===== src/rtl/count_enable_gen.sv =====
// count_enable_gen: conditions the run/step/clear buttons and sequences enable/clear pulses
// for the downstream 4-bit counter, including a programmable prescaler in RUN mode.
//
// state | meaning
// STOP  | idle, counter frozen, prescaler held at 0
// RUN   | prescaler running, enable pulses every d cycles
// STEP  | single-cycle state emitting one enable pulse

module count_enable_gen_db #(
  parameter int DB_CYCLES = 4
) (
  input  logic clk,
  input  logic reset,
  input  logic i_raw,
  output logic o_press
);
  localparam int DBC_W = $clog2(DB_CYCLES) + 1;
  localparam logic [DBC_W-1:0] DBC_MAX = DBC_W'(DB_CYCLES - 1);

  logic             r_sync1;
  logic             r_sync2;
  logic             r_db;
  logic             r_db_q;
  logic             r_press;
  logic [DBC_W-1:0] r_dbc;

  always_ff @(posedge clk or negedge reset) begin
    if (!reset) begin
      r_sync1 <= 1'b0;
      r_sync2 <= 1'b0;
      r_db    <= 1'b0;
      r_db_q  <= 1'b0;
      r_press <= 1'b0;
      r_dbc   <= '0;
    end else begin
      r_sync1 <= i_raw;
      r_sync2 <= r_sync1;
      r_db_q  <= r_db;
      r_press <= r_db & ~r_db_q;
      // the level only moves after DB_CYCLES consecutive disagreeing samples
      if (r_sync2 == r_db) begin
        r_dbc <= '0;
      end else if (r_dbc == DBC_MAX) begin
        r_db  <= r_sync2;
        r_dbc <= '0;
      end else begin
        r_dbc <= r_dbc + 1'b1;
      end
    end
  end

  assign o_press = r_press;
endmodule

module count_enable_gen #(
  parameter int DB_CYCLES = 4,
  parameter int PRE_W     = 16
) (
  input  logic             clk,
  input  logic             reset,
  input  logic             run_btn,
  input  logic             step_btn,
  input  logic             clr_btn,
  input  logic [PRE_W-1:0] div,
  output logic             enable,
  output logic             cnt_clr,
  output logic             running
);
  localparam logic [1:0] ST_STOP = 2'd0;
  localparam logic [1:0] ST_RUN  = 2'd1;
  localparam logic [1:0] ST_STEP = 2'd2;

  logic             w_p_run;
  logic             w_p_step;
  logic             w_p_clr;
  logic [PRE_W-1:0] w_dm1;

  logic [1:0]       r_state;
  logic [PRE_W-1:0] r_pc;
  logic             r_enable;
  logic             r_cnt_clr;
  logic             r_running;

  count_enable_gen_db #(.DB_CYCLES(DB_CYCLES)) u_db_run (
    .clk(clk), .reset(reset), .i_raw(run_btn), .o_press(w_p_run)
  );
  count_enable_gen_db #(.DB_CYCLES(DB_CYCLES)) u_db_step (
    .clk(clk), .reset(reset), .i_raw(step_btn), .o_press(w_p_step)
  );
  count_enable_gen_db #(.DB_CYCLES(DB_CYCLES)) u_db_clr (
    .clk(clk), .reset(reset), .i_raw(clr_btn), .o_press(w_p_clr)
  );

  // terminal count d-1 with div==0 folded onto d==1
  assign w_dm1 = (div == '0) ? '0 : (div - 1'b1);

  always_ff @(posedge clk or negedge reset) begin
    if (!reset) begin
      r_state   <= ST_STOP;
      r_pc      <= '0;
      r_enable  <= 1'b0;
      r_cnt_clr <= 1'b0;
      r_running <= 1'b0;
    end else begin
      r_enable  <= 1'b0;
      r_cnt_clr <= w_p_clr;
      case (r_state)
        ST_STOP: begin
          r_pc <= '0;
          if (w_p_run) begin
            r_state   <= ST_RUN;
            r_running <= 1'b1;
          end else if (w_p_step) begin
            r_state  <= ST_STEP;
            r_enable <= 1'b1;
          end
        end
        ST_STEP: begin
          r_state <= ST_STOP;
          r_pc    <= '0;
        end
        ST_RUN: begin
          if (w_p_run) begin
            r_state   <= ST_STOP;
            r_running <= 1'b0;
            r_pc      <= '0;
          end else if (r_pc >= w_dm1) begin
            // >= rather than == so a shrinking div cannot let pc run past it
            r_pc     <= '0;
            r_enable <= 1'b1;
          end else begin
            r_pc <= r_pc + 1'b1;
          end
        end
        default: begin
          r_state   <= ST_STOP;
          r_running <= 1'b0;
          r_pc      <= '0;
        end
      endcase
    end
  end

  assign enable  = r_enable;
  assign cnt_clr = r_cnt_clr;
  assign running = r_running;
endmodule

===== config.mk =====
export PLATFORM = sky130hd
export DESIGN_NAME = count_enable_gen
export DESIGN_NICKNAME = d
export VERILOG_FILES = /design/src/rtl/count_enable_gen.sv
export SDC_FILE = /design/constraint.sdc
export NUM_CORES = 1
export LEC_CHECK = 0
export ABC_CLOCK_PERIOD_IN_PS = 4300
export CORE_MARGIN = 2
export CORE_UTILIZATION = 25
export CTS_CLUSTER_SIZE = 40
export DETAILED_ROUTE_END_ITERATION = 6
export PLACE_DENSITY = 0.44
export SETUP_SLACK_MARGIN = 0.15
export SYNTH_ARGS = -nofsm -noshare
export SYNTH_HDL_FRONTEND = slang
export SYNTH_HIERARCHICAL = 1
export SYNTH_SLANG_ARGS = --single-unit

===== constraint.sdc =====
create_clock -name clk -period 4.3 [get_ports clk]
set_clock_uncertainty 0.2 [all_clocks]
set_input_delay 0.86 -clock clk [delete_from_list [all_inputs] [get_ports clk]]
set_output_delay 0.86 -clock clk [all_outputs]
set_load 0.1 [all_outputs]

==> results.yml <==
critical_path:
  rr_startpoint: "r_pc[2]$_DFF_PN0_"
  critical_path_class: "in -> reg"
  arrival_ns: 3.87
  crit_path_end_kind: "flop"
  cp-start-kind: "input pin"
  cp_max_fo: 16
  cp_data_required_time_ns: 4.29
  reg2reg_to: "r_pc[3]$_DFF_PN0_"
  ff2ff_path_depth: 7
  critPathLaunch: "div[3]"
  r2r_setup_slack_ns: 2.09
logic_synthesis:
  synth_flop_cell: "dfrtp_1"
  ys_seq_area_share_pct: 45.5
  syn_nets: 282
  synth_top_family_by_area: "simple AND/OR/NAND/NOR gates"
  synth_area_um2: 2470
  syn_inst: 239
  yosys.area_share.adder_pct: 11.1
  avgSynthCellArea_um2: 10.3
  synthXorXnorAreaFrac_pct: 11.0
  muxShareOfSynthArea_pct: 1.37
  synth_compound_area_share_pct: 4.81
  yosys_warnings: 6
  ys_seq_elements: 45
  synth-edff-count: 0
  synth_cell_types: 38
  async_reset_ff_share_pct: 100
  yosys.area_share.simple_pct: 24.1
finish:
  nets: 314
  final_cell_mix: "45 x dfrtp_1, 30 x nand2_1, 26 x nor2_1, 22 x ha_1, 22 x clkdlybuf4s50_1"
  fin_area_um2: 2990
  synthToLayoutAreaGrowth_pct: 20.8
  mostFrequentLayoutCell: "dfrtp_1"
  final_core_util_pct: 30.8
  drive_above_1_share_pct: 10.7
  antenna_cells: 0
sta:
  post-route-period-util_pct: 90.3
  finalHoldViolCount: 0
  fmax_mhz: 258
  min_period_ns: 3.88
  setup_viol: 0
  drv_slew: 0
  worst_slew_pin_slew_ns: 0.964
  setup_slack_ns: 0.418
  slew_headroom_pct: 35.5
  grt_setup_unrepaired: "false"
  fin_tns_setup_ns: 0
grt:
  gr-usage-all-layers_pct: 9.42
  grt_max_degree: 46
  antenna_found_initial: 0
  grt_pass1_vias: 1674
  grt_pass1_wl_mm: 7.84
  grt.overflow.total: 0
floorplanning:
  ioPinCount: 24
  die_y_um: 103
  die_area_um2: 10700
  std_cell_rows: 36
  die_w_um: 103
  coreArea_um2: 9680
  initial_core_util_pct: 25.5
clock_tree:
  clock-sinks: 45
  insertion_delay_ns: 0.30
  root_buffer: "clkbuf_8"
  post_cts_buffers: 0
  ctsLongestPathBuffers: 2
  cts_tree: "yes"
  cts_max_level: 2
  clkTransAtPathRegs_ns: 0.08
  numCtsBuffers: 5
  hold_buffers: 0
drt:
  num_vias: 1726
  first_iter_violations: 75
  drt-total-wl_mm: 4.58
  via_per_inst: 4.26
  postRouteAntennaNets: 0
  routedWlPerCell_um: 11.3
  drc: 0
  drtPass1Iterations: 4
placed_design:
  dp_hpwl_mm: 3.44
  gp_congestion: 0.746
  io_buffers: 23
  placed_area_um2: 2880
  detailedPlace.worstSlack_ns: 0.0746
power_and_ir_drop:
  powerDensity_nw_per_um2: 428
  leakage_nw: 1.34
  ir_drop_uv: 283
worst_hold_path:
  min_path_cells: 0
  worstHoldStart: "u_db_step/r_sync1$_DFF_PN0_"
  min_path_type: "reg -> reg"
  hold_path_end: "u_db_step/r_sync2$_DFF_PN0_"
job:
  max_cap_viol_count: 0
status:
  status: "finished, final reports clean"
[cell type report]
type	instances	area, um^2
well taps	133	166
clock inverters	2	16.3
repair buffers	29	270
multi-input cells	185	1310
inverters	5	18.8
fillers	1018	6700
clock buffers	6	82.6
flip-flops and latches	45	1130
[registers in the layout, summed over array words and instances (netlist names), 2 cells and up]
| name | count |
|---|---|
| u_db_step/r_dbc | 3 |
| u_db_run/r_dbc | 3 |
| r_state | 2 |
| r_pc | 16 |
| u_db_clr/r_dbc | 3 |
[kinds of logic after synthesis]
| logic type | count (synthesis) |
|---|---|
| AND/OR/NAND/NOR | 111 |
| flip-flops | 45 |
| XOR/XNOR | 31 |
| adder cells (fa/ha/maj) | 22 |
| AO/OA/AOI/OAI | 18 |
| buffers and inverters | 9 |
| multiplexers | 3 |
[where the power goes]
| part | total, mW | switching (mW) | internal [mW] | leakage [nW] |
|---|---|---|---|---|
| Combinational | 0.405 | 0.236 | 0.169 | 0.710 |
| Clock | 0.279 | 0.147 | 0.132 | 0.0478 |
| Sequential | 0.594 | 0.0747 | 0.519 | 0.584 |
| Total | 1.28 | 0.457 | 0.821 | 1.34 |
[routing by layer]
| layer | part of all wire (%) | global-route usage (%) |
|---|---|---|
| met1 | 50 | 13.3 |
| met2 | 42 | 13.9 |
| met3 | 5.3 | 2.02 |
| met4 | 2.3 | 3.95 |
| met5 | 0 | 0 |
[worst max path at each step]
stage,end,depth (start not counted)
after floorplan,r_pc[10]$_DFF_PN0_,13
after global placement,r_pc[5]$_DFF_PN0_,14
after detailed placement,r_pc[7]$_DFF_PN0_,12
after CTS,r_pc[10]$_DFF_PN0_,12
after global routing,r_pc[11]$_DFF_PN0_,14
final,r_pc[3]$_DFF_PN0_,14
[per-stage QoR]
step	total power, mW	std cells	hold WS, ns
final	1.28	405	0.153
after global routing	1.38	405	0.164
after CTS	1.30	405	0.156
after detailed placement	1.01	397	0.135
after global placement	1.01	397	0.133
after floorplan	0.880	239	0.131
[what timing repair did]
| action | 4_1_cts | 5_1_grt |
|---|---|---|
| hold endpoints to repair | 0 | 0 |
| endpoints found under the setup margin | 0 | 5 |
| resized for setup | 0 | 2 |
[cells in the mapped netlist, types with 2 or more instances]
cell       n  area (um^2)
nor3b_1    3         22.5
nor2b_1    5         31.3
o211ai_1   4         30.0
nand4_1    4         25.0
nand2_2    2         12.5
dfrtp_1   45         1130
and2_1     2         12.5
ha_1      22          275
xor2_1    20          175
a21oi_1    5         25.0
nor3b_2    3         37.5
buf_6      2         22.5
o21ai_0    3         15.0
or3_1      3         18.8
a211oi_1   2         15.0
nand3_1   10         50.1
nor2_1    26         97.6
nor2b_4    3         41.3
nand2_1   30          113
xnor2_1   11         96.3
nor3_1    10         50.1
and3_1     3         18.8
mux2_2     2         22.5
inv_1      5         18.8
[worst max-delay path, stage by stage]
cell and delay, ns:
clkdlybuf4s50_1 0.50, nor4_4 0.33, buf_4 0.19, nand4_1 0.17, nor3_1 0.21, xor2_1 0.18, nand2_1 0.08, ha_1 0.29
nand4_1 0.17, o31ai_2 0.33, a21boi_0 0.13, o211ai_1 0.10, buf_4 0.24, nor2_1 0.07
(Power assumes the default switching activity.)
